`src/rtl/vector_sequencer.sv`:
```
// Sweeps a fixed 8-entry 5-bit stimulus table into a downstream logic stage and logs its Y response.
// Optional self-check (err_cnt/pass) is enabled by defining VECTOR_SEQUENCER_CHECK_EN.
module vector_sequencer #(
   parameter logic [7:0] EXP_Y = 8'h00
) (
   input  logic       clk,
   input  logic       rst,
   input  logic       start,
   input  logic       pause,
   input  logic [7:0] dwell,
   input  logic       Y,
   output logic       A,
   output logic       B,
   output logic       C,
   output logic       D,
   output logic       E,
   output logic       busy,
   output logic       done,
   output logic [2:0] vec_idx,
   output logic [7:0] y_log
`ifdef VECTOR_SEQUENCER_CHECK_EN
   ,
   output logic [3:0] err_cnt,
   output logic       pass
`endif
);

   typedef enum logic [1:0] {IDLE, RUN, FIN} state_t;

   state_t     state, state_nxt;
   logic [7:0] dw_q, cnt, dw_eff;
   logic [4:0] stim;
   logic       launch, step, last;

   function automatic logic [4:0] vec_lut(input logic [2:0] i);
      case (i)
         3'd0:    vec_lut = 5'b00000;
         3'd1:    vec_lut = 5'b10101;
         3'd2:    vec_lut = 5'b11011;
         3'd3:    vec_lut = 5'b11111;
         3'd4:    vec_lut = 5'b01010;
         3'd5:    vec_lut = 5'b11100;
         3'd6:    vec_lut = 5'b00111;
         default: vec_lut = 5'b10000;
      endcase
   endfunction

   assign dw_eff = (dwell == 8'd0) ? 8'd1 : dwell;
   assign launch = (state == IDLE) && start;
   // A capture happens on the last unpaused cycle of each vector's dwell.
   assign step   = (state == RUN) && !pause && (cnt == 8'd0);
   assign last   = step && (vec_idx == 3'd7);

   always_comb begin
      state_nxt = state;
      case (state)
         IDLE:    if (start) state_nxt = RUN;
         RUN:     if (last) state_nxt = FIN;
         FIN:     state_nxt = IDLE;
         default: state_nxt = IDLE;
      endcase
   end

   always_ff @(posedge clk) begin
      if (rst) state <= IDLE;
      else     state <= state_nxt;
   end

   always_ff @(posedge clk) begin
      if (rst) begin
         dw_q    <= 8'd0;
         cnt     <= 8'd0;
         vec_idx <= 3'd0;
         y_log   <= 8'd0;
         stim    <= 5'd0;
      end else if (launch) begin
         dw_q    <= dw_eff;
         cnt     <= dw_eff - 8'd1;
         vec_idx <= 3'd0;
         y_log   <= 8'd0;
         stim    <= vec_lut(3'd0);
      end else if (state == RUN && !pause) begin
         if (cnt == 8'd0) begin
            y_log[vec_idx] <= Y;
            cnt            <= dw_q - 8'd1;
            if (vec_idx == 3'd7) begin
               stim <= 5'd0;
            end else begin
               vec_idx <= vec_idx + 3'd1;
               stim    <= vec_lut(vec_idx + 3'd1);
            end
         end else begin
            cnt <= cnt - 8'd1;
         end
      end
   end

   assign {A, B, C, D, E} = stim;
   assign busy = (state == RUN);
   assign done = (state == FIN);

`ifdef VECTOR_SEQUENCER_CHECK_EN
   logic [3:0] err_nxt;

   always_comb begin
      err_nxt = err_cnt;
      if (launch)
         err_nxt = 4'd0;
      else if (step && (Y != EXP_Y[vec_idx]) && (err_cnt != 4'd15))
         err_nxt = err_cnt + 4'd1;
   end

   // pass is decided on the final capture so it is valid as FIN begins.
   always_ff @(posedge clk) begin
      if (rst) begin
         err_cnt <= 4'd0;
         pass    <= 1'b0;
      end else begin
         err_cnt <= err_nxt;
         if (launch)    pass <= 1'b0;
         else if (last) pass <= (err_nxt == 4'd0);
      end
   end
`endif

endmodule

```
`config.mk`:
```
export PLATFORM = sky130hd
export DESIGN_NAME = vector_sequencer
export DESIGN_NICKNAME = d
export VERILOG_FILES = /design/src/rtl/vector_sequencer.sv
export SDC_FILE = /design/constraint.sdc
export NUM_CORES = 1
export LEC_CHECK = 0
export CAP_MARGIN = 10
export CORE_AREA = 2 2 65 67
export DETAILED_ROUTE_END_ITERATION = 8
export DIE_AREA = 0 0 67 69
export MAX_ROUTING_LAYER = met4
export PLACE_DENSITY = 0.74
export SETUP_SLACK_MARGIN = 0.2
export SYNTH_ARGS = -nofsm -noshare
export SYNTH_HDL_FRONTEND = slang
export SYNTH_SLANG_ARGS = --single-unit
```
`constraint.sdc`:
```
create_clock -name clk -period 2.25 [get_ports clk]
set_clock_uncertainty 0.15 [all_clocks]
set_input_delay 0.5625 -clock clk [delete_from_list [all_inputs] [get_ports clk]]
set_output_delay 0.5625 -clock clk [all_outputs]
set_load 0.005 [all_outputs]
```
### Word level (Yosys, flattened, before mapping)

Index checks and enable logic that the tools add are counted.

| word-level totals | value |
|---|---|
| RAM bits | 0 |
| bits in registers | 34 |
| memories kept | 0 |
| bits in latches | 0 |
| output and inout bits | 18 |
| ROM bits | 0 |

| operators by class | value |
|---|---|
| magnitude comparators | 2 |
| $mul | 0 |
| eq/ne operators | 11 |
| shifts and indexed selects | 0 |
| $add $sub $neg | 4 |
| divide/modulo/power cells | 0 |
| reductions and logical operators | 15 |
| bitwise logic cells | 1 |
| multiplexer cells | 12 |

Operators by type and width:

| operator | number |
|---|---|
| case mux 5 bit (7 select lines) | 1 |
| two-way mux 8 bit | 4 |
| subtractor 8 x 1 -> 8 bit, second input constant | 3 |
| zero test 8 bit | 2 |
| == test 3 bit, second input constant | 4 |
| bitwise mux 8 bit | 1 |
| == test 3 x 2 -> 1 bit, second input constant | 2 |
| logical AND 1 bit | 5 |
| two-way mux 5 bit | 1 |
| less-than comparator 3 x 4 -> 1 bit, second input constant | 1 |
| two-way mux 2 bit | 2 |
| case mux 2 bit (2 select lines) | 1 |
| AND reduction 2 bit | 2 |
| adder 3 x 1 -> 3 bit, second input constant | 1 |
| demux 1 bit (select 3 bit) | 1 |
| == test 3 x 1 -> 1 bit, second input constant | 1 |
| greater-or-equal comparator 3 x 1 -> 1 bit, second input constant | 1 |
| zero test 3 bit | 1 |
| AND reduction 3 bit | 1 |
| == test 2 x 1 -> 1 bit, second input constant | 1 |
| == test 2 bit, second input constant | 1 |
| zero test 2 bit | 1 |
| inequality test 2 x 1 -> 1 bit, second input constant | 1 |
| inequality test 2 bit, second input constant | 1 |
| other kinds (5) | 5 |

### Depth between registers and ports, before layout

| depth | value |
|---|---|
| depth in word-level cells | 6 |
| depth in mapped cells | 9 |

### Worst setup path after synthesis

OpenSTA, ideal clock, no wires.

| timing path | value |
|---|---|
| path type | input-to-reg |
| start | input port dwell[4] |
| end | register cnt[4] |
| stages | 8 |
| required time | 2.009 ns |
| buffers on the path | 0 |
| slack | -0.114 ns |
| arrival time | 2.123 ns |
| path through | or4_1 o211ai_4 nand2_1 ha_1 inv_1 a21oi_1 a21o_1 a311oi_1 |

| between the ends | value |
|---|---|
| word-level cells in the longest chain between the ends | 4 |

RTL lines:

| item | RTL line | text |
|---|---|---|
| start, declared | 10 | `input logic [7:0] dwell,` |
| zero test 8 bit | 48 | `assign dw_eff = (dwell == 8'd0) ? 8'd1 : dwell;` |
| two-way mux 8 bit (*) | 48 |  |
| subtractor 8 x 1 -> 8 bit (*) | 78 | `cnt <= dw_eff - 8'd1;` |
| two-way mux 8 bit (*) | 76 | `end else if (launch) begin` |
| end signal, assigned | 78 |  |
| end signal, assigned | 85 | `cnt <= dw_q - 8'd1;` |
| end signal, assigned | 93 | `cnt <= cnt - 8'd1;` |
| end, declared | 31 | `logic [7:0] dw_q, cnt, dw_eff;` |

Every way passes the cells marked *; elsewhere a longest branch is shown, timed or not.
A chain may end at the register's enable or synchronous reset.

### Final worst setup path

| timing path | value |
|---|---|
| start | register state[1] |
| end | register cnt[7] |

| between the ends | value |
|---|---|
| word-level cells in the longest chain between the ends | 3 |

RTL lines:

| item | RTL line | text |
|---|---|---|
| start, declared | 30 | `state_t state, state_nxt;` |
| start signal, assigned | 66 | `else state <= state_nxt;` |
| == test 2 x 1 -> 1 bit or zero test 2 bit (tied branches) | 82, 49 |  |
| logical AND 1 bit, on equally long branches | 82, 49 |  |
| nonzero test 2 bit (no line) or two-way mux 8 bit (tied branches) | n/a |  |

Parallel ways exist; a longest one is shown, timed or not.

==> impl_results.md <==
- Worst Path Arrival: 2240 ps
- GPL Wtd Cong: 0.8490
- IO Port Bufs: 30
- Number of synthesized flops with an enable pin: 0
- # hold bufs at CTS: 0
- Syn_area_per_cell: 8.425 µm²
- Share of the clock period used by the worst path: 0.9746
- R2R depth: 7
- Synth top area cells: dfxtp_1 (38%), nor2_1 (6.0%), nand2_1 (5.2%), a21oi_1 (4.4%), ha_1 (4.2%)
- Most frequent cell after synthesis: dfxtp_1
- Gr usage total: 0.2412
- CTS tree: yes
- CP peak stage delay: 360 ps
- Tightest Pin Transition: 549.5 ps
- Main flop type after synthesis: dfxtp_1
- Delay-heaviest family, CP: simple AND/OR/NAND/NOR gates
- First-pass DRT Iterations: 4
- Placed Instances: 319
- Site row count: 23
- Total number of yosys warnings: 0
- GR peak layer: met2
- Max-slew headroom: 0.6298
- Remaining global-route overflow: 0
- Cell variety after synth: 42
- Crit path launch type: flip-flop
- Initial DRC Count: 148
- Final Hold Vio Count: 0
- IO Pins: 31
- Clk pin slew, worst setup/hold paths: 70 ps
- Worst EP required: 2300 ps
- CTS max path bufs: 2
- Layout cell share with drive strength beyond 1: 0.3196
- Worst-path cell chain: nor3b_4, buf_12, or2b_1, a222oi_1, buf_4, nand4_1, a311oi_1
- Routed WL: 5.233 mm
- Yosys top cell area share: 0.3775
- Final worst-path setup slack: 57.21 ps
- Mapped Nets: 233
- Grt met3 use: 0.05057
- Final net count: 309
- Critical Path Stages: 7
- Total CTS buffers: 5
- Final Setup Violations: 0
- DR DRC count: 0
- Crit-path slowest cell: dfxtp_4
- P&R area growth vs syn: 54.82%
- Worst setup EP type: flip-flop
- Hold slack: 306.2 ps
- Hold Crit Class: flip-flop to flip-flop
- Post-synthesis sequential area ratio: 0.3775
- Outcome: finished, final reports clean
- Root Driver: clkbuf_8
- Pin count of the biggest net entering global routing: 19
- Final ANT Viol Nets: 0
- Critical Path Fanout Max: 6
- Cell Count, Final, Fillers Out: 341
- Final Total Pwr: 1787 µW
- Met1 Resource Use GR: 0.2958
- DR WL/cell: 15.35 µm
- Initial antenna violation count: 0
- Diode count: 0
- Yosys reg bits: 34
- Max-slew violations: 0
- Vias in the first global route: 1,785
- Initial Util: 0.4607
- Max-cap violations: 0
- Die area: 4623 µm²
- M2 GR Usage: 0.3828
- First-pass GRT wire length: 8.369 mm
- Post-place setup slack: -581.4 ps
- Min Clock Period, post-route: 2193 ps
- RSZ-0062 raised after global routing: yes
- Leak pwr: 0.001119 µW
- CTS Sinks: 34
- Maximum vdd drop: 505.0 µV
- H-tree levels: 2
- Power Density: 640.3 nW/µm²
- Die width: 67 µm
- Post-synth ARST share: 0
- Vias: 1,939
- Post-synth top cells: dfxtp_1 (34), nor2_1 (29), nand2_1 (25)
- DP HPWL: 3.262 mm
- Total core area: 3914 µm²
- Die Span Y: 69 µm
- Final core occ: 0.7132
- Mapped Area: 1803 µm²
- Synth area leader: dfxtp_1
- Syn Inst Count: 214
- Vias per cell: 5.686
- Max Freq: 0.4560 GHz
- Critical path type: flip-flop to flip-flop
- Latest clock arrival within the worst-skew pair: 290 ps
- Hold path cells: 2
- Crit path buf inv count: 2
logic make-up (layout without fill, tap and decap cells):
group / Yosys count / in the layout / share of synthesized area
fa+ha+maj: 6 / 6 / 0.04164
simple gates: 94 / 94 / 0.2790
flops: 34 / 34 / 0.3775
xor+xnor: 2 / 2 / 0.009717
compound gates: 54 / 54 / 0.2137
buf+inv: 17 / 94 / 0.03956
mux: 7 / 7 / 0.03886
worst register-to-register path, stage by stage, from the launching register on:
cell	delay [ps]
dfxtp_4	360
nor3b_4	310
buf_12	150
or2b_1	250
a222oi_1	350
buf_4	200
nand4_1	90
a311oi_1	250
final timing paths:
kind / startpoint / endpoint / slack, ps
min: dw_q[4] / dw_q[4] / 310
max reg2reg: state[1] / cnt[7] / 60
max: state[1] / cnt[7] / 60
min reg2reg: dw_q[4] / dw_q[4] / 310
layer usage:
metal / up-vias / wire, µm
met5: - / 0
met4: 0 / 108
met3: 14 / 305
met2: 72 / 2656
met1: 923 / 2163
li1: 930 / -
area by class of cell:
type                            count  area [µm²]
Clock buffer                        5       68.82
Fill cell                         308        1122
Sequential cell                    34       696.9
Clock inverter                      3       68.82
Timing Repair Buffer               80       723.2
Tap cell                           50       62.56
Multi-Input combinational cell    163        1149
Inverter                            6       22.52
registers in the layout, indices dropped and copies added, names as in the netlist:
signal	count
dw_q	8
vec_idx	3
cnt	8
state	2
stim	5
y_log	8
layout by cell type, fill, tap and decap left out, types with 3 or more instances in the layout:
| cell type | count |
|---|---|
| nand4_1 | 3 |
| mux2i_1 | 7 |
| a21oi_1 | 15 |
| buf_6 | 4 |
| buf_4 | 45 |
| clkbuf_8 | 5 |
| a211oi_1 | 3 |
| or2b_1 | 4 |
| nand2_1 | 25 |
| buf_12 | 3 |
| nor4b_1 | 7 |
| clkdlybuf4s50_1 | 20 |
| nor3_1 | 3 |
| o21ai_0 | 6 |
| dfxtp_1 | 29 |
| inv_1 | 4 |
| a21o_1 | 3 |
| nor4_2 | 3 |
| nor2_1 | 29 |
| nor3_2 | 3 |
| a311oi_1 | 5 |
| dfxtp_4 | 4 |
| a211o_1 | 7 |
| ha_1 | 5 |
power breakdown:
group	total (µW)	switching (µW)	leakage, µW	internal (µW)
sequential	664	35.9	0.000281	629
combinational	437	208	0.000770	229
clock	686	242	0.0000683	444
total	1790	486	0.00112	1300
repair_timing:
| item | 4_1_cts | 5_1_grt |
|---|---|---|
| setup endpoints to repair | 18 | 21 |
| gates cloned | 1 | 0 |
| hold endpoints to repair | 0 | 0 |
| buffers inserted | 8 | 5 |
| resized for setup | 40 | 20 |
| pin swaps | 15 | 12 |
stage by stage:
stage	area, µm²	setup TNS (ps)
floorplan	1813	-6.287
global placement	2422	-4151
detailed placement	2422	-4560
CTS	2700	0
global route	2791	-104.8
finish	2791	0
No activity file was read; power rests on OpenSTA's default activity.
